**src/rtl/dmi_jtag_ctrl_pkg.sv**
```systemverilog
// rtl/dmi_jtag_ctrl_pkg.sv - DMI operation and error encodings shared by the DTM logic
package dm;

   typedef enum logic [1:0] {
      DTM_NOP   = 2'd0,
      DTM_READ  = 2'd1,
      DTM_WRITE = 2'd2
   } dtm_op_e;

   typedef enum logic [1:0] {
      DMI_NO_ERROR  = 2'd0,
      DMI_RESERVED  = 2'd1,
      DMI_OP_FAILED = 2'd2,
      DMI_BUSY      = 2'd3
   } dmi_error_e;

endpackage

```
**src/rtl/dmi_jtag_ctrl.sv**
```systemverilog
// rtl/dmi_jtag_ctrl.sv - DTM engine: owns the DMI data register and drives DMI requests
module dmi_jtag_ctrl
   import dm::*;
#(
   parameter int unsigned AddrWidth     = 7,
   parameter int unsigned DataWidth     = 32,
   parameter int unsigned TimeoutCycles = 0
) (
   input  logic                 clk_i,
   input  logic                 rst_i,
   input  logic                 test_logic_rst_i,
   input  logic                 capture_dr_i,
   input  logic                 shift_dr_i,
   input  logic                 update_dr_i,
   input  logic                 dmi_access_i,
   input  logic                 dtmcs_select_i,
   input  logic                 dmi_reset_i,
   input  logic                 dmi_hardreset_i,
   input  logic                 tdi_i,
   output logic                 tdo_o,
   output logic                 req_valid_o,
   input  logic                 req_ready_i,
   output logic [AddrWidth-1:0] req_addr_o,
   output logic [DataWidth-1:0] req_data_o,
   output logic [1:0]           req_op_o,
   input  logic                 resp_valid_i,
   output logic                 resp_ready_o,
   input  logic [DataWidth-1:0] resp_data_i,
   input  logic [1:0]           resp_resp_i,
   output logic [1:0]           error_o,
   output logic                 busy_o,
   output logic [2:0]           state_o
);

   localparam int unsigned DrWidth    = AddrWidth + DataWidth + 2;
   localparam int unsigned TimerWidth = (TimeoutCycles > 1) ? $clog2(TimeoutCycles) : 1;
   localparam logic [TimerWidth-1:0] TimerLast =
      TimerWidth'((TimeoutCycles == 0) ? 0 : TimeoutCycles - 1);

   typedef enum logic [2:0] {
      IDLE             = 3'd0,
      READ             = 3'd1,
      WAIT_READ_VALID  = 3'd2,
      WRITE            = 3'd3,
      WAIT_WRITE_VALID = 3'd4
   } state_e;

   state_e                 r_state;
   logic [DrWidth-1:0]     r_dr;
   logic [AddrWidth-1:0]   r_addr;
   logic [DataWidth-1:0]   r_data;
   dmi_error_e             r_error;
   logic [TimerWidth-1:0]  r_timer;

   logic       w_reset, w_capture, w_shift, w_update, w_clear;
   logic       w_in_wait, w_resp, w_timeout;
   logic       w_busy_evt, w_fail_evt, w_busy_resp;
   dmi_error_e w_capture_st;
   dtm_op_e    w_dr_op;

   assign w_reset   = rst_i | test_logic_rst_i;
   assign w_capture = capture_dr_i & dmi_access_i;
   assign w_shift   = shift_dr_i & dmi_access_i;
   assign w_update  = update_dr_i & dmi_access_i;
   assign w_clear   = dmi_reset_i & dtmcs_select_i;

   assign w_in_wait = (r_state == WAIT_READ_VALID) || (r_state == WAIT_WRITE_VALID);
   assign w_resp    = w_in_wait & resp_valid_i;
   assign w_timeout = (TimeoutCycles != 0) && w_in_wait && !resp_valid_i && (r_timer == TimerLast);

   // A capture during a pending read would expose stale data, so it is reported as busy.
   assign w_busy_evt  = (update_dr_i && (r_state != IDLE)) ||
                        (w_capture && ((r_state == READ) || (r_state == WAIT_READ_VALID)));
   assign w_fail_evt  = (w_resp && (resp_resp_i == 2'd2)) || w_timeout;
   assign w_busy_resp = w_resp && (resp_resp_i == 2'd3);

   assign w_capture_st = w_busy_evt ? DMI_BUSY : r_error;
   assign w_dr_op      = dtm_op_e'(r_dr[1:0]);

   always_ff @(posedge clk_i) begin
      if (w_reset) begin
         r_state <= IDLE;
         r_dr    <= '0;
         r_addr  <= '0;
         r_data  <= '0;
         r_error <= DMI_NO_ERROR;
         r_timer <= '0;
      end else begin
         if (w_capture) begin
            r_dr <= {r_addr, r_data, w_capture_st};
         end else if (w_shift) begin
            r_dr <= {tdi_i, r_dr[DrWidth-1:1]};
         end

         // Hardreset aborts any transaction but leaves the DR and payload untouched.
         if (dmi_hardreset_i) begin
            r_state <= IDLE;
            r_error <= DMI_NO_ERROR;
            r_timer <= '0;
         end else begin
            if (w_clear) begin
               r_error <= DMI_NO_ERROR;
            end else if (r_error == DMI_NO_ERROR) begin
               if (w_fail_evt) begin
                  r_error <= DMI_OP_FAILED;
               end else if (w_busy_evt || w_busy_resp) begin
                  r_error <= DMI_BUSY;
               end
            end

            r_timer <= w_in_wait ? r_timer + TimerWidth'(1) : '0;

            unique case (r_state)
               IDLE: begin
                  if (w_update && (r_error == DMI_NO_ERROR)) begin
                     r_addr <= r_dr[DrWidth-1 -: AddrWidth];
                     r_data <= r_dr[DataWidth+1:2];
                     if (w_dr_op == DTM_READ) begin
                        r_state <= READ;
                     end else if (w_dr_op == DTM_WRITE) begin
                        r_state <= WRITE;
                     end
                  end
               end
               READ: begin
                  if (req_ready_i) r_state <= WAIT_READ_VALID;
               end
               WRITE: begin
                  if (req_ready_i) r_state <= WAIT_WRITE_VALID;
               end
               WAIT_READ_VALID: begin
                  if (resp_valid_i) begin
                     if (resp_resp_i == 2'd0) r_data <= resp_data_i;
                     r_state <= IDLE;
                  end else if (w_timeout) begin
                     r_state <= IDLE;
                  end
               end
               WAIT_WRITE_VALID: begin
                  if (resp_valid_i || w_timeout) r_state <= IDLE;
               end
               default: r_state <= IDLE;
            endcase
         end
      end
   end

   assign tdo_o        = r_dr[0];
   assign req_valid_o  = (r_state == READ) || (r_state == WRITE);
   assign req_addr_o   = r_addr;
   assign req_data_o   = r_data;
   assign req_op_o     = (r_state == READ)  ? DTM_READ  :
                         (r_state == WRITE) ? DTM_WRITE : DTM_NOP;
   assign resp_ready_o = 1'b1;
   assign error_o      = r_error;
   assign busy_o       = (r_state != IDLE);
   assign state_o      = r_state;

endmodule

```
**config.mk**
```make
export PLATFORM = sky130hd
export DESIGN_NAME = dmi_jtag_ctrl
export DESIGN_NICKNAME = d
export VERILOG_FILES = /design/src/rtl/dmi_jtag_ctrl_pkg.sv /design/src/rtl/dmi_jtag_ctrl.sv
export SDC_FILE = /design/constraint.sdc
export NUM_CORES = 1
export LEC_CHECK = 0
export BUFFER_PORTS_ARGS = -buffer_cell sky130_fd_sc_hd__buf_2
export CAP_MARGIN = 5
export CORE_UTILIZATION = 56
export CTS_BUF_LIST = sky130_fd_sc_hd__clkbuf_8
export DETAILED_ROUTE_END_ITERATION = 8
export PLACE_DENSITY = 0.83
export SLEW_MARGIN = 40
export SYNTH_ARGS = -nofsm -noshare
export SYNTH_HDL_FRONTEND = slang
export SYNTH_SLANG_ARGS = --single-unit
```
**constraint.sdc**
```tcl
create_clock -name clk_i -period 2.1 [get_ports clk_i]
set_input_delay 0.315 -clock clk_i [delete_from_list [all_inputs] [get_ports clk_i]]
set_output_delay 0.315 -clock clk_i [all_outputs]
set_load 0.02 [all_outputs]
```
==> results of run 1 <==
worst max-delay path, cell delays in order (launching register included):
cell     delay [ps]
dfxtp_1         360
buf_4           180
nor3_1          330
inv_1           140
buf_2           180
power groups by stage:
stage | sequential [mW] | combinational (mW) | clock [mW]
after global placement | 1.72 | 0.384 | 0
after detailed placement | 1.73 | 0.396 | 0
after floorplan | 1.74 | 0.260 | 0
final | 1.69 | 0.403 | 1.26
after global routing | 1.70 | 0.444 | 1.34
after CTS | 1.69 | 0.400 | 1.27
per-layer routing:
layer,share of wire [%],up-vias,global-route usage (%)
met5,0,-,0
met4,1.6,0,11.73
met3,7.1,20,4.664
met2,48,198,46.99
met1,43,1896,35.43
li1,-,1908,-
cell type report:
cell class,instances,share of cell area (%)
tap,99,2.529
clock buffer,10,2.810
timing repair buffer,114,13.13
inverter,3,0.2299
multi-input combinational,361,45.06
sequential,85,34.74
clock inverter,4,1.507
synthesized netlist by cell type (2+ instances only):
| cell | count |
|---|---|
| a211oi_1 | 3 |
| a211oi_2 | 30 |
| a21oi_1 | 42 |
| buf_2 | 12 |
| buf_6 | 5 |
| clkbuf_1 | 32 |
| dfxtp_1 | 85 |
| inv_1 | 3 |
| mux2i_1 | 40 |
| nand2_1 | 48 |
| nand3_1 | 2 |
| nand3b_1 | 2 |
| nor2_1 | 50 |
| nor3_1 | 36 |
| nor3b_1 | 4 |
| o21a_1 | 2 |
| o21ai_0 | 79 |
| o21ai_1 | 2 |
| o31ai_1 | 2 |
| or2_1 | 2 |
| xnor2_1 | 2 |
registers in the layout, summed over array words and instances, names as in the netlist:
name / cells
error_o: 2
r_dr: 41
state_o: 3
req_addr_o: 7
req_data_o: 32
path summary, 6_finish.rpt:
check                           from                    endpoint  slack [ps]  depth (start not counted)
min reg2reg     r_dr[1]$_SDFFE_PP0P_        r_dr[1]$_SDFFE_PP0P_         520                          2
min                      req_ready_i     state_o[0]$_SDFFE_PP0P_         250                          4
max          state_o[2]$_SDFFE_PP0P_                      busy_o         250                          4
max reg2reg  state_o[0]$_SDFFE_PP0P_  req_addr_o[6]$_SDFFE_PP0P_         340                          5
cell families after synthesis:
group	share of synthesized area (%)
buf+inv	6.675
xor+xnor	0.4191
simple gates	16.55
flops	40.71
compound gates	25.98
other cells	0.08971
mux	9.578
cell usage in the layout (no fill, tap or decap), types with 2 or more instances in the layout:
master / netlist / routed
bufinv_16: 0 / 2
a211oi_2: 30 / 30
nor3_1: 36 / 36
a211oi_1: 3 / 3
clkbuf_8: 0 / 10
nor3b_1: 4 / 3
a21oi_1: 42 / 42
nand3_1: 2 / 2
dfxtp_1: 85 / 85
buf_2: 12 / 95
o21ai_0: 79 / 79
nor2_1: 50 / 49
buf_12: 1 / 2
nand3b_1: 2 / 2
o21ai_1: 2 / 2
buf_4: 1 / 17
o21a_1: 2 / 2
nand2_1: 48 / 48
inv_1: 3 / 3
o31ai_1: 2 / 2
mux2i_1: 40 / 40
or2_2: 0 / 2
xnor2_1: 2 / 2
metrics by stage:
| step | hold slack [ps] | setup slack (ps) |
|---|---|---|
| final | 245.9 | 247.0 |
| after global routing | 269.5 | 185.8 |
| after CTS | 231.7 | 277.6 |
| after detailed placement | 503.0 | 363.5 |
| after global placement | 494.7 | 383.4 |
| after floorplan | 481.9 | 315.5 |
==> out/qor.txt, run 1 <==
filler instances: 612
clk sinks: 85
register share of total power: 50.4%
Setup-failing EPs final: 0
Worst Skew: 9.576 ps
Synth cell types: 39
Die X: 88.40 um
Mapped Nets: 548
synthesized area: 4180 um^2
Final Hold Viols: 0
area taken by multi-input logic gates: 2207 um^2
largest net degree at the start of global routing: 43
GRT Util Overall: 27.90%
clk buf depth: 2
RSZ-0062 raised after global routing: no
Clk pin slew, worst setup/hold paths: 80 ps
Fmax achieved: 539.7 MHz
static leakage: 1.932 nW
PwrDens: 685.1 nW/um^2
Wirelength per Cell: 15.71 um
vias: 4,022
Final Cell Area: 4898 um^2
dpl cells: 662
setup TNS: 0 ps
die span in y: 88.40 um
Seq/Total Area, Yosys: 40.71%
Avg Inst Size Synth: 8.344 um^2
status: completed
CP Max Fanout: 6
Top FF cell, synth: dfxtp_1
Tightest Hold Check Type: in2reg
gpl congestion: 0.8134
Final Max Slew Viols: 0
CP Launch Type: flip-flop
max cap viols: 0
synth top area cells: dfxtp_1 41%, mux2i_1 9.6%, o21ai_0 9.5%, a211oi_2 9.0%, a21oi_1 5.0%
Pwr Total: 3.356 mW
Yosys warning total: 0
Initial DRC Count: 304
CP arrival: 1540 ps
DRT Pass-1 Iters: 6
# diodes: 0
Sw Pwr: 863.2 uW
Core Region: 7253 um^2
Area growth syn-to-layout: 17.18%
htree depth: 3
Power Internal: 2.493 mW
CTS buffer count: 9
post-synthesis cell count: 501
DR vias/cell: 5.950
IO Port Bufs: 95
post-route insts no fill: 676
clk_lat worst skew: 350 ps
EDFF count, synth: 0
Register Area: 1702 um^2
row count: 31
sw frac: 25.72%
initial antenna violation count: 0
post-CTS setup repair buffer count: 0
ys async rst share: 0%
vias in the first global route: 3,639
area post-placement: 4687 um^2
Seq cells post-synth: 85
final antenna-violating net count: 0
overall routed net length: 10.62 mm
clock root buffer: clkbuf_8
Finished Core Util: 67.53%
Initial Util: 57.63%
CP required: 1780 ps
I/O pins: 97
clock share of power: 37.6%
Worst setup EP type: output port
Synth top area share: 40.71%
die area: 7815 um^2
grt ovf: 0
first-pass GRT wire length: 17.11 mm
Nets: 621
layout cells sized above 1: 28.42%
maximum VDD drop: 418.6 uV
dominant cell type by area after synthesis: dfxtp_1
Gate power share: 12.0%
post-layout min period: 1853 ps
Residual DRC: 0
WS Path Type: reg2out
hold_buf cts: 0
CTS resizes: 0
DP HPWL: 6.773 mm
Final period util: 88.24%
CTS tree: built
Note: power is estimated with default switching activity, not from simulation.
==> run 2, diff against run 1 <==
Settings changed: BUFFER_PORTS_ARGS -buffer_cell sky130_fd_sc_hd__buf_2 to -buffer_cell sky130_fd_sc_hd__buf_4, CAP_MARGIN 5 to unset, CORE_ASPECT_RATIO set to 1.5.
==> run 2 against run 1 <==
  * Count of clock-buffer cells in the layout decreased by 1
  * Die area about the same
  * Sequential share of layout area decreased by 2.0 points
  * Via count decreased by 0.32%
  * Clock skew decreased by 1.8 ps
  * Clock power increased by 21%
  * Non-clock buffer count unchanged
  * Final area increased by 6.1%
  * Worst hold slack got worse by 9.9 ps
==> out/qor.txt, run 2 (same netlist as run 1, synthesis figures left out) <==
worst hold stages: 4 (unchanged)
WHS Endpoint: state_o[0]$_SDFFE_PP0P_ (unchanged)
clk buf depth: 2 (unchanged)
top routing layer used: met4 (unchanged)
Clk pin slew, worst setup/hold paths: 90 ps (was 80 ps)
sw frac: 24.81% (was 25.72%)
Setup WS pre-CTS: 366.0 ps (was 363.5 ps)
clk_lat worst skew: 350 ps (about the same)
Hold WS: 235.9 ps (was 245.9 ps)
post-CTS setup repair buffer count: 0 (unchanged)
CTS resizes: 0 (unchanged)
post-layout min period: 1790 ps (was 1853 ps)
Largest Register: r_dr (unchanged)
status: completed (unchanged)
final antenna-violating net count: 0 (unchanged)
CTS buffer count: 9 (unchanged)
hold_buf cts: 0 (unchanged)
CP required: 1780 ps (about the same)
register share of total power: 46.2% (was 50.4%)
Fmax achieved: 558.7 MHz (was 539.7 MHz)
layout cells sized above 1: 28.67% (was 28.42%)
cell mode on critical path: buf_4
maximum VDD drop: 530.1 uV (was 418.6 uV)
slowest cell on the critical path: dfxtp_1 (unchanged)
I/O pins: 97 (unchanged)
max cap viols: 0 (unchanged)
vias: 4,009 (was 4,022)
CP max stage delay: 320 ps (was 360 ps)
htree depth: 3 (unchanged)
hold path start: req_ready_i (unchanged)
GRT Util Overall: 29.32% (was 27.90%)
Final Max Slew Viols: 0 (unchanged)
commonest non-fill, non-tap cell in the layout: buf_4 (was buf_2)
IO Port Bufs: 95 (unchanged)
CTS tree: built (unchanged)
Worst Skew: 7.768 ps (was 9.576 ps)
met1 wire length: 4.553 mm (was 4.538 mm)
PwrDens: 704.7 nW/um^2 (was 685.1 nW/um^2)
Power Internal: 2.753 mW (was 2.493 mW)
die area: 7821 um^2 (was 7815 um^2)
clock root buffer: clkbuf_8 (unchanged)
Worst setup EP type: output port (unchanged)
Final period util: 85.23% (was 88.24%)
setup TNS: 0 ps (unchanged)
Top delay family on crit path: buffers and inverters (unchanged)
grt ovf: 0 (unchanged)
Die X: 72.55 um (was 88.40 um)
# diodes: 0 (unchanged)
routed wl met2: 5.735 mm (was 5.150 mm)
clock share of power: 41.9% (was 37.6%)
first-pass GRT wire length: 17.93 mm (was 17.11 mm)
Sw Pwr: 908.5 uW (was 863.2 uW)
Initial DRC Count: 326 (was 304)
Gate power share: 11.9% (was 12.0%)
Initial Util: 57.84% (was 57.63%)
CP Max Fanout: 9 (was 6)
CP arrival: 1470 ps (was 1540 ps)
CP Buf/Inv Count: 3 (unchanged)
Reg2Reg Launch Point: state_o[1]$_SDFFE_PP0P_ (was state_o[0]$_SDFFE_PP0P_)
R2R Path End: req_data_o[1]$_SDFFE_PP0P_ (was req_addr_o[6]$_SDFFE_PP0P_)
Wirelength per Cell: 16.38 um (was 15.71 um)
vias in the first global route: 3,850 (was 3,639)
die span in y: 107.8 um (was 88.40 um)
DR vias/cell: 5.904 (was 5.950)
Worst slew margin: 63.76%
overall routed net length: 11.12 mm (was 10.62 mm)
DP HPWL: 7.056 mm (was 6.773 mm)
Least-Margin Pin Slew: 543.5 ps
largest net degree at the start of global routing: 43 (unchanged)
r2r setup slk: 330 ps (was 340 ps)
cells along the critical path: buf_4 > nor3_1 > inv_1 > buf_4 (was buf_4 > nor3_1 > inv_1 > buf_2)
Setup-failing EPs final: 0 (unchanged)
Core Region: 7227 um^2 (was 7253 um^2)
setup slack after layout: 310.2 ps (was 247.0 ps)
row count: 38 (was 31)
RSZ-0062 raised after global routing: no (unchanged)
filler instances: 566 (was 612)
gpl congestion: 0.8149 (was 0.8134)
Largest register FFs: 41 (unchanged)
static leakage: 1.997 nW (was 1.932 nW)
Nets: 621 (unchanged)
clk sinks: 85 (unchanged)
Residual DRC: 0 (unchanged)
cells on worst reg2reg path: 6 (was 5)
total length of routed met3 wires: 679 um (was 757 um)
initial antenna violation count: 0 (unchanged)
DRT Pass-1 Iters: 4 (was 6)
WS Path Type: reg2out (unchanged)
Final Hold Viols: 0 (unchanged)
Finished Core Util: 71.90% (was 67.53%)
Area growth syn-to-layout: 24.30% (was 17.18%)
CP Launch Type: flip-flop (unchanged)
Tightest Hold Check Type: in2reg (unchanged)
commonest non-fill, non-tap cells in the layout: 112 x buf_4, 85 x dfxtp_1, 79 x o21ai_0 (was 95 x buf_2, 85 x dfxtp_1, 79 x o21ai_0)
## run 2: changes by cell type in the layout (fill, tap and decap cells not counted), sizes merged
cell    change
inv         +1
bufinv      +2
clkbuf      -1
## run 2: power groups by stage
stage               Combinational (mW)  Sequential (mW)  Clock (mW)
finish                           0.437             1.69        1.53
global route                     0.476             1.70        1.63
CTS                              0.435             1.69        1.55
detailed placement               0.433             1.73           0
global placement                 0.423             1.72           0
floorplan                        0.260             1.74           0
## run 2: per-layer routing
metal	GRT usage (%)	up-vias
met1	35.40	1901
met3	5.243	15
met5	0	-
li1	-	1912
met4	14.85	0
met2	49.13	181
## run 2: area by class of cell
| cell class | count | area (um^2) | share of cell area (%) |
|---|---|---|---|
| inverters | 3 | 11.26 | 0.2167 |
| clock inverters | 7 | 146.4 | 2.817 |
| flip-flops and latches | 85 | 1702 | 32.75 |
| multi-input cells | 361 | 2207 | 42.48 |
| well taps | 100 | 125.1 | 2.408 |
| repair buffers | 114 | 880.8 | 16.95 |
| clock buffers | 9 | 123.9 | 2.384 |
## run 2: worst max-delay path by stage
| stage | slack [ps] | depth (start not counted) | to | start |
|---|---|---|---|---|
| floorplan | 320 | 8 | req_data_o[0]$_SDFFE_PP0P_ | state_o[1]$_SDFFE_PP0P_ |
| global placement | 380 | 6 | req_addr_o[3]$_SDFFE_PP0P_ | dmi_hardreset_i |
| detailed placement | 370 | 6 | req_addr_o[4]$_SDFFE_PP0P_ | dmi_hardreset_i |
| CTS | 300 | 4 | busy_o | state_o[0]$_SDFFE_PP0P_ |
| global route | 170 | 6 | req_data_o[1]$_SDFFE_PP0P_ | state_o[1]$_SDFFE_PP0P_ |
| finish | 310 | 4 | busy_o | state_o[0]$_SDFFE_PP0P_ |
## run 2: worst reg2reg max path: stages, from the launching register on
cell,delay (ps)
dfxtp_1,440
buf_4,180
nor4b_1,220
and3_1,250
buf_4,260
nor3_1,110
a211oi_2,230
## run 2: stage by stage
stage | total power [mW] | instance area [um^2] | std cells
global route | 3.804 | 5196 | 679
floorplan | 1.996 | 4180 | 501
global placement | 2.147 | 4926 | 663
detailed placement | 2.159 | 4926 | 663
CTS | 3.671 | 5196 | 679
finish | 3.662 | 5196 | 679
==> run 3, diff against run 2 <==
Settings changed: ABC_AREA set to 1, CAP_MARGIN set to 20, CORE_UTILIZATION 56 to 25, PLACE_DENSITY 0.83 to unset.
==> run 3 against run 2 <==
  * Wire length increased by 17%
  * Sequential power decreased by 2%
  * Fmax decreased by 7.3%
  * Critical endpoint is now req_op_o[1]
  * Largest power group unchanged
==> out/qor.txt, run 3 <==
status: completed (unchanged)
Initial Util: 25.60% (was 57.84%)
RSZ-0062 raised after global routing: no (unchanged)
Tightest Hold Check Type: in2reg (unchanged)
largest net degree at the start of global routing: 68 (was 43)
CP arrival: 1620 ps (was 1470 ps)
overall routed net length: 12.97 mm (was 11.12 mm)
r2r setup slk: 400 ps (was 330 ps)
Worst setup EP type: output port (unchanged)
Seq cells post-synth: 85 (unchanged)
R2R Path End: req_data_o[13]$_SDFFE_PP0P_ (was req_data_o[1]$_SDFFE_PP0P_)
first-pass GRT wire length: 20.65 mm (was 17.93 mm)
worst hold stages: 4 (unchanged)
hold_buf cts: 0 (unchanged)
Synth top area share: 38.31% (was 40.71%)
Yosys warning total: 0 (unchanged)
ys async rst share: 0% (unchanged)
Initial DRC Count: 131 (was 326)
Top FF cell, synth: dfxtp_1 (unchanged)
Fmax achieved: 517.9 MHz (was 558.7 MHz)
synth top area cells: dfxtp_1 38%, nand2_1 20%, nand3_1 9.2%, inv_1 7.4%, o211ai_1 5.2% (was dfxtp_1 41%, mux2i_1 9.6%, o21ai_0 9.5%, a211oi_2 9.0%, a21oi_1 5.0%)
setup slack after layout: 169.1 ps (was 310.2 ps)
Largest Register: r_dr (unchanged)
Final period util: 91.95% (was 85.23%)
post-CTS setup repair buffer count: 0 (unchanged)
PwrDens: 578.6 nW/um^2 (was 704.7 nW/um^2)
Seq/Total Area, Yosys: 38.31% (was 40.71%)
htree depth: 3 (unchanged)
initial antenna violation count: 0 (unchanged)
clock root buffer: clkbuf_8 (unchanged)
static leakage: 2.916 nW (was 1.997 nW)
CP required: 1780 ps (about the same)
grt ovf: 0 (unchanged)
gpl congestion: 0.7804 (was 0.8149)
CTS tree: built (unchanged)
Finished Core Util: 32.09% (was 71.90%)
commonest non-fill, non-tap cell in the layout: nand2_1 (was buf_4)
filler instances: 1,905 (was 566)
cells on worst reg2reg path: 9 (was 6)
max cap viols: 0 (unchanged)
layout cells sized above 1: 21.82% (was 28.67%)
cells along the critical path: buf_4 > nand2_1 > inv_1 > buf_4 (was buf_4 > nor3_1 > inv_1 > buf_4)
clk buf depth: 2 (unchanged)
EDFF count, synth: 0 (unchanged)
Die X: 110.8 um (was 72.55 um)
Avg Inst Size Synth: 6.428 um^2 (was 8.344 um^2)
Largest register FFs: 41 (unchanged)
CP Max Fanout: 30 (was 9)
I/O pins: 97 (unchanged)
Final Max Slew Viols: 0 (unchanged)
post-synthesis cell count: 691 (was 501)
DP HPWL: 9.052 mm (was 7.056 mm)
post-layout min period: 1931 ps (was 1790 ps)
Wirelength per Cell: 13.08 um (was 16.38 um)
DR vias/cell: 4.413 (was 5.904)
vias in the first global route: 4,173 (was 3,850)
WS Path Type: reg2out (unchanged)
Setup-failing EPs final: 0 (unchanged)
synthesized area: 4442 um^2 (was 4180 um^2)
Residual DRC: 0 (unchanged)
most common cell in the netlist: nand2_1 (was dfxtp_1)
vias: 4,378 (was 4,009)
setup TNS: 0 ps (unchanged)
Worst Skew: 7.998 ps (was 7.768 ps)
hold path start: rst_i (was req_ready_i)
die span in y: 165.3 um (was 107.8 um)
clk_lat worst skew: 370 ps (was 350 ps)
Top delay family on crit path: buffers and inverters (unchanged)
final antenna-violating net count: 0 (unchanged)
IO Port Bufs: 95 (unchanged)
Reg2Reg Launch Point: state_o[2]$_SDFFE_PP0P_ (was state_o[1]$_SDFFE_PP0P_)
WHS Endpoint: r_dr[0]$_SDFFE_PP0P_ (was state_o[0]$_SDFFE_PP0P_)
DRT Pass-1 Iters: 4 (unchanged)
CP max stage delay: 480 ps (was 320 ps)
GRT Util Overall: 14.41% (was 29.32%)
die area: 18,320 um^2 (was 7821 um^2)
Core Region: 17,350 um^2 (was 7227 um^2)
Synth cell types: 29 (was 39)
# diodes: 0 (unchanged)
CTS buffer count: 9 (unchanged)
Clk pin slew, worst setup/hold paths: 90 ps (about the same)
CP Buf/Inv Count: 3 (unchanged)
maximum VDD drop: 276.9 uV (was 530.1 uV)
Area growth syn-to-layout: 25.32% (was 24.30%)
clk sinks: 85 (unchanged)
Synth top cells by count: 242 x nand2_1, 88 x inv_1, 85 x dfxtp_1 (was 85 x dfxtp_1, 79 x o21ai_0, 50 x nor2_1)
dominant cell type by area after synthesis: dfxtp_1 (unchanged)
Final Hold Viols: 0 (unchanged)
Setup WS pre-CTS: 406.8 ps (was 366.0 ps)
Nets: 821 (was 621)
slowest cell on the critical path: dfxtp_2 (was dfxtp_1)
Pwr Total: 3.221 mW (was 3.662 mW)
commonest non-fill, non-tap cells in the layout: 242 x nand2_1, 107 x buf_4, 90 x inv_1 (was 112 x buf_4, 85 x dfxtp_1, 79 x o21ai_0)
row count: 59 (was 38)
CP Launch Type: flip-flop (unchanged)
CTS resizes: 0 (unchanged)
cell mode on critical path: buf_4 (unchanged)
Mapped Nets: 738 (was 548)
-- run 3: cell count changes after synthesis, sizes merged, moves of 3 or more --
cell and delta:
a21oi -36, nor3b -4, nand3 +80, o211ai +30, mux2i -40, nor3 -35, clkbuf -15, nand4 +3
inv +93, a211oi -33, nor2 +37, nand2 +197, o21ai -70
-- run 3: kinds of logic after synthesis --
kind of cell / synth area share [%]
other: 0.08443
AOI/OAI and AO/OA: 7.690
buffers and inverters: 12.87
and+or+nand+nor: 41.04
DFF: 38.31
-- run 3: where the power goes --
part / total (mW) / leakage [nW] / internal [mW] / switching, mW
clock: 1.19 / 0.105 / 0.571 / 0.623
sequential: 1.65 / 0.687 / 1.63 / 0.0152
combinational: 0.379 / 2.12 / 0.146 / 0.233
-- run 3: worst max-delay path by stage --
stage / from / end / slack (ps) / depth (start not counted)
2_1_floorplan: state_o[1]$_SDFFE_PP0P_ / req_op_o[1] / 530 / 4
3_3_place_gp: state_o[0]$_SDFFE_PP0P_ / req_data_o[19]$_SDFFE_PP0P_ / 450 / 9
4_1_cts: state_o[1]$_SDFFE_PP0P_ / req_op_o[1] / 130 / 4
5_1_grt: state_o[1]$_SDFFE_PP0P_ / req_op_o[1] / 60 / 4
3_5_place_dp: state_o[2]$_SDFFE_PP0P_ / req_data_o[14]$_SDFFE_PP0P_ / 410 / 9
6_report: state_o[1]$_SDFFE_PP0P_ / req_op_o[1] / 170 / 4
-- run 3: metal layers --
metal	routed length (um)	global-route usage, %
met1	5559	16.29
met5	0	0
met3	515	2.664
met2	6509	26.00
met4	388	7.091
-- run 3: worst reg2reg max path, cell delays in order, from the launching register on --
cell and delay [ps]:
dfxtp_1 400, nor2_4 260, nand2_8 100, inv_6 80, nand2_4 50, nand4_4 70
buf_4 410, nand2_1 120, nand2_1 70, nor2_1 40
-- run 3: through the flow --
step	instances	instance area [um^2]	hold slack, ps
2_1_floorplan	691	4442	442.2
3_3_place_gp	976	5374	455.8
3_5_place_dp	976	5374	463.0
4_1_cts	992	5567	239.4
5_1_grt	992	5567	283.0
6_report	992	5567	244.2
-- run 3: layout make-up --
| class | instances | area, um^2 | share of cell area [%] |
|---|---|---|---|
| inverter | 96 | 365.4 | 6.563 |
| clock inverter | 6 | 55.05 | 0.9890 |
| timing repair buffer | 110 | 863.3 | 15.51 |
| multi-input combinational | 472 | 2176 | 39.09 |
| sequential | 85 | 1703 | 30.59 |
| clock buffer | 10 | 137.6 | 2.472 |
| tap | 213 | 266.5 | 4.788 |
